===== src/rtl/bf16_pkg.sv =====
// -----------------------------------------------------------------------------
// bf16_pkg
// Shared bfloat16 types, field widths and helpers for the pair packer.
//   bf16_t              16-bit bfloat16 word {sign, exp[7:0], mant[6:0]}
//   pack_state_t        packer state: FILL (accepting) / HOLD (fill parked)
//   bf16_is_subnormal   1 when exp==0 and mant!=0
// -----------------------------------------------------------------------------
`timescale 1ns/1ps
package bf16_pkg;

  localparam int BF16_EXP_W = 8;
  localparam int BF16_MAN_W = 7;

  typedef logic [15:0] bf16_t;

  typedef enum logic {
    FILL = 1'b0,
    HOLD = 1'b1
  } pack_state_t;

  function automatic logic bf16_is_subnormal(input bf16_t v);
    logic exp_zero;
    logic man_nonzero;
    exp_zero    = (v[BF16_MAN_W +: BF16_EXP_W] == {BF16_EXP_W{1'b0}});
    man_nonzero = (v[BF16_MAN_W-1:0] != {BF16_MAN_W{1'b0}});
    return exp_zero & man_nonzero;
  endfunction

endpackage


===== src/rtl/bf16_ftz.sv =====
// -----------------------------------------------------------------------------
// bf16_ftz
// Combinational flush-to-zero for one bf16 operand.
// Build option: BF16_PACK_FTZ_EN
//   defined   : subnormal input -> signed zero {sign, 15'h0}
//   undefined : wire-through (NaN, Inf and subnormals pass bit-exact)
// Ports:
//   d  in   bf16_t  operand as accepted
//   q  out  bf16_t  operand as packed
// -----------------------------------------------------------------------------
`timescale 1ns/1ps
module bf16_ftz
  import bf16_pkg::*;
(
  input  bf16_t d,
  output bf16_t q
);

  // Per-operand flush (or pass-through when the flush option is not built in)
  always_comb begin
`ifdef BF16_PACK_FTZ_EN
    if (bf16_is_subnormal(d)) begin
      q = {d[15], 15'h0000};
    end else begin
      q = d;
    end
`else
    q = d;
`endif
  end

endmodule


===== src/rtl/bf16_pair_packer.sv =====
// -----------------------------------------------------------------------------
// bf16_pair_packer
// Packs a valid/ready stream of bf16 operand pairs into N-lane vectors for the
// bf16 comparator array. A fill buffer plus an output register give two-deep
// buffering, so one pair per clock is sustained while out_ready stays high.
// Build option: BF16_PACK_FTZ_EN (flush subnormal operands to signed zero).
// Parameters:
//   N      lanes per vector (>=1)
//   CNT_W  width of the handoff counter
// Ports:
//   clk1       in   clock, rising edge
//   rst1_n     in   asynchronous active-low reset
//   in_valid   in   in_a/in_b/in_last valid
//   in_ready   out  packer accepts this cycle (registered, low while HOLD)
//   in_a/in_b  in   bf16 operands
//   in_last    in   close the current vector after this element
//   out_valid  out  out_* hold a complete vector
//   out_ready  in   consumer takes the vector on out_valid&out_ready
//   out_a/b    out  lane i = bits [16i+15:16i], lane 0 = first accepted
//   out_mask   out  1 = real data in lane, 0 = zero padding
//   out_last   out  vector was closed by in_last
//   vec_count  out  number of handoffs, wrapping
// -----------------------------------------------------------------------------
`timescale 1ns/1ps
module bf16_pair_packer
  import bf16_pkg::*;
#(
  parameter int N     = 2,
  parameter int CNT_W = 16
) (
  input  logic              clk1,
  input  logic              rst1_n,
  input  logic              in_valid,
  output logic              in_ready,
  input  logic [15:0]       in_a,
  input  logic [15:0]       in_b,
  input  logic              in_last,
  output logic              out_valid,
  input  logic              out_ready,
  output logic [16*N-1:0]   out_a,
  output logic [16*N-1:0]   out_b,
  output logic [N-1:0]      out_mask,
  output logic              out_last,
  output logic [CNT_W-1:0]  vec_count
);

  localparam int                IDX_W    = (N > 1) ? $clog2(N) : 1;
  localparam logic [IDX_W-1:0]  LAST_IDX = IDX_W'(N - 1);

  pack_state_t        state_r;
  logic               in_ready_r;
  logic [16*N-1:0]    fill_a_r;
  logic [16*N-1:0]    fill_b_r;
  logic [N-1:0]       fill_mask_r;
  logic [IDX_W-1:0]   fill_idx_r;
  logic               fill_last_r;
  logic               out_valid_r;
  logic [16*N-1:0]    out_a_r;
  logic [16*N-1:0]    out_b_r;
  logic [N-1:0]       out_mask_r;
  logic               out_last_r;
  logic [CNT_W-1:0]   vec_count_r;

  bf16_t              ftz_a_s;
  bf16_t              ftz_b_s;
  logic [16*N-1:0]    merge_a_s;
  logic [16*N-1:0]    merge_b_s;
  logic [N-1:0]       merge_mask_s;
  logic               accept_s;
  logic               close_s;
  logic               out_free_s;
  logic               handoff_s;

  bf16_ftz u_ftz_a (.d(in_a), .q(ftz_a_s));
  bf16_ftz u_ftz_b (.d(in_b), .q(ftz_b_s));

  // in_ready_r is only high in FILL, so an accept always happens in FILL
  assign accept_s   = in_valid & in_ready_r;
  assign close_s    = accept_s & ((fill_idx_r == LAST_IDX) | in_last);
  assign out_free_s = ~out_valid_r | out_ready;
  assign handoff_s  = out_valid_r & out_ready;

  // Fill buffer with the incoming element dropped into lane fill_idx; this is
  // what gets registered when the element closes the vector
  always_comb begin
    merge_a_s    = fill_a_r;
    merge_b_s    = fill_b_r;
    merge_mask_s = fill_mask_r;
    for (int i = 0; i < N; i++) begin
      merge_a_s[16*i +: 16] = (fill_idx_r == IDX_W'(i)) ? ftz_a_s : fill_a_r[16*i +: 16];
      merge_b_s[16*i +: 16] = (fill_idx_r == IDX_W'(i)) ? ftz_b_s : fill_b_r[16*i +: 16];
      merge_mask_s[i]       = (fill_idx_r == IDX_W'(i)) ? 1'b1    : fill_mask_r[i];
    end
  end

  // Packing FSM: fill buffer, output register and in_ready
  always_ff @(posedge clk1 or negedge rst1_n) begin
    if (!rst1_n) begin
      state_r     <= FILL;
      in_ready_r  <= 1'b1;
      fill_a_r    <= {(16*N){1'b0}};
      fill_b_r    <= {(16*N){1'b0}};
      fill_mask_r <= {N{1'b0}};
      fill_idx_r  <= {IDX_W{1'b0}};
      fill_last_r <= 1'b0;
      out_valid_r <= 1'b0;
      out_a_r     <= {(16*N){1'b0}};
      out_b_r     <= {(16*N){1'b0}};
      out_mask_r  <= {N{1'b0}};
      out_last_r  <= 1'b0;
    end else begin
      case (state_r)
        FILL: begin
          if (close_s && out_free_s) begin
            // Closing element goes straight to the output with the rest
            out_a_r     <= merge_a_s;
            out_b_r     <= merge_b_s;
            out_mask_r  <= merge_mask_s;
            out_last_r  <= in_last;
            out_valid_r <= 1'b1;
            fill_a_r    <= {(16*N){1'b0}};
            fill_b_r    <= {(16*N){1'b0}};
            fill_mask_r <= {N{1'b0}};
            fill_idx_r  <= {IDX_W{1'b0}};
            fill_last_r <= 1'b0;
          end else if (close_s) begin
            // Output still occupied: park the complete vector in the fill
            fill_a_r    <= merge_a_s;
            fill_b_r    <= merge_b_s;
            fill_mask_r <= merge_mask_s;
            fill_last_r <= in_last;
            state_r     <= HOLD;
            in_ready_r  <= 1'b0;
          end else if (accept_s) begin
            fill_a_r    <= merge_a_s;
            fill_b_r    <= merge_b_s;
            fill_mask_r <= merge_mask_s;
            fill_idx_r  <= fill_idx_r + IDX_W'(1);
            if (handoff_s) begin
              out_valid_r <= 1'b0;
            end else begin
              out_valid_r <= out_valid_r;
            end
          end else if (handoff_s) begin
            out_valid_r <= 1'b0;
          end else begin
            out_valid_r <= out_valid_r;
          end
        end
        HOLD: begin
          // out_free here means the consumer is taking the current vector
          if (out_free_s) begin
            out_a_r     <= fill_a_r;
            out_b_r     <= fill_b_r;
            out_mask_r  <= fill_mask_r;
            out_last_r  <= fill_last_r;
            out_valid_r <= 1'b1;
            fill_a_r    <= {(16*N){1'b0}};
            fill_b_r    <= {(16*N){1'b0}};
            fill_mask_r <= {N{1'b0}};
            fill_idx_r  <= {IDX_W{1'b0}};
            fill_last_r <= 1'b0;
            state_r     <= FILL;
            in_ready_r  <= 1'b1;
          end else begin
            state_r <= HOLD;
          end
        end
        default: begin
          state_r    <= FILL;
          in_ready_r <= 1'b1;
        end
      endcase
    end
  end

  // Handoff counter, wraps naturally at 2^CNT_W
  always_ff @(posedge clk1 or negedge rst1_n) begin
    if (!rst1_n) begin
      vec_count_r <= {CNT_W{1'b0}};
    end else if (handoff_s) begin
      vec_count_r <= vec_count_r + CNT_W'(1);
    end else begin
      vec_count_r <= vec_count_r;
    end
  end

  assign in_ready  = in_ready_r;
  assign out_valid = out_valid_r;
  assign out_a     = out_a_r;
  assign out_b     = out_b_r;
  assign out_mask  = out_mask_r;
  assign out_last  = out_last_r;
  assign vec_count = vec_count_r;

endmodule

===== config.mk =====
export PLATFORM = sky130hd
export DESIGN_NAME = bf16_pair_packer
export DESIGN_NICKNAME = d
export VERILOG_FILES = /design/src/rtl/bf16_pkg.sv /design/src/rtl/bf16_ftz.sv /design/src/rtl/bf16_pair_packer.sv
export SDC_FILE = /design/constraint.sdc
export NUM_CORES = 1
export LEC_CHECK = 0
export ABC_AREA = 1
export CAP_MARGIN = 20
export CORE_MARGIN = 2
export CORE_UTILIZATION = 50
export DETAILED_ROUTE_END_ITERATION = 8
export GPL_TIMING_DRIVEN = 0
export PLACE_DENSITY = 0.75
export SYNTH_ARGS = -nofsm -noshare
export SYNTH_HDL_FRONTEND = slang
export SYNTH_SLANG_ARGS = --single-unit
export TNS_END_PERCENT = 1

===== constraint.sdc =====
create_clock -name clk1 -period 1.8 [get_ports clk1]
set_clock_uncertainty 0.2 [all_clocks]
set_input_delay 0.36 -clock clk1 [delete_from_list [all_inputs] [get_ports clk1]]
set_output_delay 0.36 -clock clk1 [all_outputs]
set_load 0.005 [all_outputs]

Word-level counts from Yosys, hierarchy flattened
Index checks and enable logic that the tools add are counted.

Equality and inequality tests: 9. Bitwise operators: 7. Reduce and logical (&&, ||, !) cells: 7. $add $sub $neg: 2. Muxes and demuxes: 52.

Operators with widths (count): $mux 32 (11); $pmux 32 s2 (4); $mux 16 (4); $mux 1 (19); $add 16x1->16 const B (1); $mux 2 (6); $ne 3x3->1 const B (4); $pmux 1 s2 (6); $reduce_and 3->1 (3); $pmux 2 s2 (2); $ne 2x2->1 const B (3); $reduce_and 2->1 (3); $ne 4x4->1 const B (1); $and 1x1->1 (3); $ne 2x1->1 const B (1); $not 1->1 (2); $or 1x1->1 (2); $add 1x1->1 const B (1); $logic_and 1x1->1 (1).

Output and inout port bits: 85. Logic and storage cells: 90. Bits of input ports: 37. Bits in registers: 154.

Logic depth before layout (Yosys ltp)
Gate-level depths: netlist of the first run.

Depth in word-level cells: 5. Mapped depth: 9. Depth with buffers taken out: 9.

Cells and area by module
From an unflattened synthesis of the first run, not the netlist that was laid out.

Cells, all modules: 928. Area, all modules: 7719.9 um2.

Modules (own cells, without submodules): bf16_pair_packer (times used 1, sequential area each 3854.9 um2, area an instance 7479.7 um2, cells each 896); bf16_ftz (times used 2, sequential area each 0.0 um2, area an instance 120.1 um2, cells each 16).

Worst setup path after synthesis of the first run
OpenSTA, ideal clock, no wires.

Path kind: register to register. From: register in_ready_r (netlist: in_ready). To: register out_a_r[14] (netlist: out_a[14]). Setup time: 0.129 ns. Clock period less this slack: 1.605 ns. Path slack: 0.195 ns. Stages on the path, launching flop included: 10. Required time: 1.471 ns. Buffers on the path: 2. Data arrival time: 1.276 ns. Cell sequence: dfstp_2 > nand2_1 > inv_1 > o21ai_2 > nand2_2 > nand2_4 > buf_6 > buf_6 > nand2_1 > o21ai_0.

Word-level cells in the longest chain between the ends: 5.

RTL lines: from (decl) (RTL line bf16_pair_packer.sv:51) `logic in_ready_r;`; from (signal assigned) (RTL line bf16_pair_packer.sv:100) `in_ready_r <= 1'b1;`; from (signal assigned) (RTL line bf16_pair_packer.sv:133) `in_ready_r <= 1'b0;`; from (signal assigned) (RTL line bf16_pair_packer.sv:164) `in_ready_r <= 1'b1;`; $and 1x1->1 (RTL line bf16_pair_packer.sv:78) `assign accept_s = in_valid & in_ready_r;`; $and 1x1->1 (RTL line bf16_pair_packer.sv:79) `assign close_s = accept_s & ((fill_idx_r == LAST_IDX) | in_last);`; $logic_and 1x1->1 (RTL line bf16_pair_packer.sv:114) `if (close_s && out_free_s) begin`; $ne 2x2->1 (no line); $reduce_and 2->1 (no line); to (signal assigned) (RTL line bf16_pair_packer.sv:107) `out_a_r <= {(16*N){1'b0}};`; to (signal assigned) (RTL line bf16_pair_packer.sv:116) `out_a_r <= merge_a_s;`; to (signal assigned) (RTL line bf16_pair_packer.sv:153) `out_a_r <= fill_a_r;`; to (decl) (RTL line bf16_pair_packer.sv:58) `logic [16*N-1:0] out_a_r;`.

Every way passes these cells. A chain may end at the register's enable or synchronous reset.

Worst setup path in the final report of the first run
From: register in_ready_r (netlist: in_ready). To: output port in_ready.

RTL lines: to (decl) (RTL line bf16_pair_packer.sv:34) `output logic in_ready,`.

No word-level cell between the ends.

==> results of run 1 <==
[what timing repair did]
action / 4_1_cts / 5_1_grt
resized for setup: 91 / 26
hold buffers: 1 / 0
hold endpoints to repair: 87 / 0
setup endpoints to repair: 149 / 152
setup buffers: 0 / 1
[final timing paths]
kind / slack (ps) / to / startpoint / cells past startpoint
max in group asynchronous: 250 / out_a[18] / rst1_n / 3
setup / recovery: 20 / in_ready / in_ready / 1
hold reg to reg: 280 / out_a[23] / out_a[23] / 2
setup reg to reg: 60 / out_a[3] / in_ready / 9
min in group asynchronous: 370 / vec_count[4] / rst1_n / 2
hold / removal: 280 / out_a[23] / out_a[23] / 2
[kinds of logic (layout without fill, tap and decap cells)]
kind of cell	Yosys count	after routing	share of synthesized area (%)
simple gates	338	338	18.54
fa+ha+maj	1	1	0.1671
buf+inv	183	336	11.32
compound gates	211	211	17.55
flops	154	154	51.50
xor+xnor	8	8	0.9360
[state kept, by name, indices dropped and copies added, names as in the netlist]
name and count:
fill_last_r 1, fill_idx_r 1, out_last 1, out_mask 2, out_valid 1, in_ready 1
out_b 32, fill_b_r 32, fill_mask_r 2, vec_count 16, fill_a_r 32, out_a 32
state_r 1
[layout make-up]
type	count	area share, %
buffer	57	4.349
clock buffer	22	4.935
clock inverter	8	1.979
inverter	125	4.883
multi-input combinational	558	29.32
sequential	154	40.13
tap	184	2.396
timing repair buffer	124	12.01
[cells in the mapped netlist, types with 2 or more instances]
cell type  instances  area share (%)
nand2_2            2            0.17
clkbuf_1           8            0.40
nand4_1            5            0.42
buf_6             14             2.1
o22ai_1           64             5.3
buf_2             27             1.8
nor2_1            14            0.70
o21a_1            64             6.4
nand3_1           72             4.8
xor2_1             7            0.82
o21ai_2            2            0.23
clkbuf_2           5            0.33
inv_1            124             6.2
nand2_1          241              12
dfrtp_1          153              51
nor3_1             3            0.20
o21ai_1           59             3.9
buf_4              4            0.40
o21ai_0           18             1.2
[per-stage QoR]
step	utilization (%)	TNS [ps]
global route	65.87	-350.7
finish	65.87	0
global placement	61.19	-1002700
CTS	65.38	-1444
detailed placement	61.39	-46720
floorplan	-	0
[routing by layer]
metal  track usage (%)  vias to the layer above  routed length [um]  part of all wire [%]
met3             4.639                       31                1027                   5.4
met2             38.47                      202                8990                    47
met5                 0                        -                   0                     0
li1                  -                     3205                   -                     -
met4             8.727                        0                 308                   1.6
met1             35.01                     3127                8727                    46
[power by group through the flow]
stage               Combinational [uW]  Sequential, uW  Clock [uW]
finish                             328            3490        4070
global route                       366            3490        4270
CTS                                332            3490        4120
detailed placement                 335            3550           0
global placement                   328            3550           0
floorplan                          116            3550           0
==> metrics, run 1 <==
share of layout cells above drive strength 1 9.256%; status completed; CTS sink cnt 154; crit path kind reg -> out; YS warnings 0; Max Fclk between 500 and 600 MHz; NetSw 1578 uW; Crit path arrival time 1220 ps; WHS 284.6 ps; Core Region 14590 um2; slowest stage delay, CP 560 ps; synth unique cells 28; Design Area, Final roughly 9600 um2; Max-Cap Viols 0; first-pass GRT wire length 31.85 mm; storage element area 3856 um2; initial antenna violation count 0; slowest stage cell, crit path dfstp_2; CP top delay family flip-flops; Combinational Power Share 4.2%; RSZ-0062 raised after global routing yes; Routed Wire Length 19.05 mm; initial DRC count 460; Hold Crit Class reg -> reg; synthesis-to-finish area growth 28.36%; clock share of power 51.6%; DIE AREA 15970 um2; maximum root-to-sink buffer count 2; Total GRT Usage 24.75%; commonest non-fill, non-tap cell in the layout nand2_1; Final period util between 90% and 100%; Fill cells 1267; Post-Synthesis Cell Area 7486 um2; post-synthesis sequential area ratio 51.50%; routed length per instance approximately 15 um; Final Slew Violations 0; Cell Int Power between 6000 and 7000 uW; worst-skew pair later-pin latency approximately 420 ps; num ports 122; Place WS -448.3 ps; Seq pwr share around 44%; Buffers on Ports 121; Worst IR Drop VDD 0.5470 mV; # nets final 1075; worst path bufs/invs 1; placed insts between 1k and 1.5k; Sw Ratio 19.99%; Layout Cells excl Fill 1232; worst path required time ~1200 ps; final hold vios 0; Std-Cell Rows 44; vias per cell roughly 5.3; global route total overflow 0; Worst Path Max Fanout 3; number of global-route vias before repair 6432; Final ANT Viol Nets 0; Slew @ Worst Pin 725.1 ps; Synth Flop Type dfrtp_1; drt pass-1 iters 5; total number of vias 6565; Inserted Clock Buffers 17; Ant. Diodes 0; worst path cell trace dlygate4sd2_1; TritonCTS clock tree done; Mapped Cells 895; DP HPWL 13.13 mm; Starting Density 51.31%; pwr/cell area between 800 and 900 nW/um2; Post-synth EDFFs 0; Tmin final 1777 ps; footprint of the multi-input gates between 2000 and 3000 um2; asr flop ratio synth 100.0%; Remaining DRCs 0; die height 126.4 um; power after layout between 7000 and 8000 uW; Syn Nets 933; CTS clk-pin slew, worst paths 60 ps; leakage 0.004927 uW; Root Buffer clkbuf_16; synthesized area per cell 8.364 um2; # H-tree levels 4; dpl cell area between 8000 and 9000 um2; most frequent cells in the layout 235 x nand2_1, 152 x dfrtp_1, 123 x inv_1; Critical Path Sink Type output pin; Yosys reg bits 154; startpoint types flip-flop; fin worst setup slack ~23 ps; largest net degree at the start of global routing 90; GPL Wtd Cong between 0.8 and 0.9; Max-slew headroom 51.66%; setup violators final 0; Die X-Extent 126.4 um
Power figures use the tool's default switching activity.
==> run 2, diff against run 1 <==
--- a/config.mk
+++ b/config.mk
@@ -14,5 +14,6 @@
 export PLACE_DENSITY = 0.75
 export SYNTH_ARGS = -nofsm -noshare
 export SYNTH_HDL_FRONTEND = slang
+export SYNTH_HIERARCHICAL = 1
 export SYNTH_SLANG_ARGS = --single-unit
 export TNS_END_PERCENT = 1
==> metrics, run 2 <==
status completed; initial antenna violation count 0 (unchanged); Hold Crit Class in -> reg; commonest non-fill, non-tap cell in the layout nand2_1; FF-to-FF Start in_ready; synthesized area per cell 8.319 um2 (-0.54%); Post-synth EDFFs 0 (unchanged); Final period util 97.77% (-0.93 points); GPL Wtd Cong 0.8392 (-2.8%); Max-Cap Viols 0 (unchanged); share of the synthesized area in the top cell type 49.59% (-1.6 points); vias per cell 5.279 (-0.93%); DIE AREA 16450 um2 (+3.0%); Yosys reg bits 154 (unchanged); Fill cells 1353 (+6.8%); Root Buffer clkbuf_16; number of global-route vias before repair 6452 (+0.31%); Synth area leader dfrtp_1; Post-Synthesis Cell Area 7720 um2 (+3.1%); dpl cell area 8875 um2 (-0.91%); drt pass-1 iters 5 (unchanged); # nets final 1079 (+0.37%); total number of vias 6546 (-0.29%); Worst IR Drop VDD 0.5900 mV (+7.9%); Std-Cell Rows 45 (+2.3%); synth top area cells dfrtp_1 50%, nand2_1 12%, o21a_1 6.2%; Worst Hold Launch in_a[15]; Starting Density 50.97% (-0.34 points); Synth Flop Type dfrtp_1; fin worst setup slack 40.20 ps (+16.79 ps); largest net degree at the start of global routing 84 (-6.7%); Place WS -409.9 ps (+38.44 ps); Mapped Cells 928 (+3.7%); CTS clk-pin slew, worst paths 60 ps (about the same); Inserted Clock Buffers 17 (unchanged); initial DRC count 429 (-6.7%); final hold vios 0 (unchanged); number of cells on the worst reg-to-reg path 9 (unchanged); Core Region 15150 um2 (+3.8%); Critical Path Sink Type flip-flop; Max-slew headroom 54.30% (+2.6 points); TritonCTS clock tree done; maximum root-to-sink buffer count 2 (unchanged); Hold Path End fill_a_r[15]; setup violators final 0 (unchanged); first-pass GRT wire length 31.84 mm (about the same); worst-skew pair later-pin latency 420 ps (about the same); Buffers on Ports 89 (-26%); commonest cells in the netlist 245 x nand2_1, 153 x dfrtp_1, 122 x inv_1; crit path kind reg -> reg; Syn Nets 966 (+3.5%); pwr/cell area 782.8 nW/um2 (-4.7%); startpoint types flip-flop; YS warnings 6 (+6); RSZ-0062 raised after global routing yes; synth unique cells 28 (unchanged); Crit path arrival time 1860 ps (+640 ps); DP HPWL 13.06 mm (-0.52%); CTS sink cnt 154 (unchanged); Max Fclk 568.2 MHz (+0.95%); Tmin final 1760 ps (-16.79 ps); most common cell in the netlist nand2_1; Slew @ Worst Pin 685.5 ps (-39.56 ps); Design Area, Final 9528 um2 (-0.85%); Hold Path Cell Cnt 5 (+3); Worst R2R Setup Slack 40 ps (-20 ps); asr flop ratio synth 100.0% (unchanged); synthesis-to-finish area growth 23.42%; Final ANT Viol Nets 0 (unchanged); Final Slew Violations 0 (unchanged); share of layout cells above drive strength 1 12.83% (+3.6 points); Remaining DRCs 0 (unchanged); most frequent cells in the layout 244 x nand2_1, 153 x dfrtp_1, 121 x inv_1; worst reg2reg path endpoint out_a[3]; Routed Wire Length 19.17 mm (+0.59%); # H-tree levels 4 (unchanged); leakage 0.004958 uW (+0.63%); num ports 122 (unchanged); global route total overflow 0 (unchanged); setup TNS 0 ps (unchanged); Worst Path Max Fanout 10 (+7); routed length per instance 15.46 um (about the same); die height 128.3 um (+1.5%); Total GRT Usage 24.62% (-0.13 points); Die X-Extent 128.3 um (+1.5%); final core occ 62.91% (-3.0 points); worst path required time 1900 ps (+660 ps); Ant. Diodes 0 (unchanged); post-synthesis sequential area ratio 49.94% (-1.6 points)
-- run 2: per-layer routing --
layer  part of all wire, %  track usage [%]
met2                    47            38.64
met4                   2.2            9.308
met5                     0                0
met3                   5.0            4.132
met1                    46            34.48
-- run 2: worst max-delay path by stage --
stage                     startpoint           end  cells after the start
after floorplan             in_ready     out_a[10]                      9
after global placement        rst1_n     out_a[20]                      1
after detailed placement   out_ready  fill_b_r[31]                      8
after CTS                   in_ready      in_ready                      1
after global routing      fill_idx_r     out_b[18]                      6
final                       in_ready      out_a[3]                      9
-- run 2: what timing repair did --
item,4_1_cts,5_1_grt
hold endpoints to repair,70,0
hold buffers,1,0
setup endpoints to repair,191,127
pin swaps,0,2
setup buffers,0,2
resized for setup,97,49
gates cloned,0,1
-- run 2: kinds of logic (layout without fill, tap and decap cells) --
| family | after synthesis | after routing | share of synthesized area, % |
|---|---|---|---|
| DFF | 154 | 154 | 49.94 |
| adders and majority gates | 1 | 1 | 0.1620 |
| buffers and inverters | 215 | 338 | 13.99 |
| and+or+nand+nor | 341 | 342 | 18.15 |
| xor gates and xnor gates | 9 | 9 | 1.021 |
| AOI/OAI and AO/OA | 208 | 208 | 16.74 |
-- run 2: cell type report --
cell class | instances | area (um2) | share of cell area (%)
timing repair buffer | 93 | 839.6 | 8.812
sequential | 154 | 3855 | 40.46
clock buffer | 22 | 484.2 | 5.082
tap | 188 | 235.2 | 2.469
inverter | 125 | 469.2 | 4.924
clock inverter | 8 | 117.6 | 1.234
multi-input combinational | 560 | 2834 | 29.74
buffer | 90 | 693.2 | 7.275
-- run 2: power breakdown --
part,switching (uW),internal [uW],total (uW)
sequential,13.6,3470,3490
combinational,186,129,315
clock,1350,2300,3660
-- run 2: stage by stage --
| stage | hold WS, ps | total power [uW] | instances |
|---|---|---|---|
| after floorplan | -135.6 | 3714 | 928 |
| after global placement | 267.6 | 3865 | 1205 |
| after detailed placement | 222.1 | 3871 | 1206 |
| after CTS | 161.1 | 7509 | 1237 |
| after global routing | 218.9 | 7712 | 1240 |
| final | 185.6 | 7459 | 1240 |
-- run 2: critical path, cell delays in order (launching register included) --
cell     delay (ps)
dfstp_2         560
nand2_4          80
inv_2            50
o21ai_2          70
nand2_4         130
nand2_8         100
buf_12          170
buf_6           140
nand2_1          50
o21ai_0          70
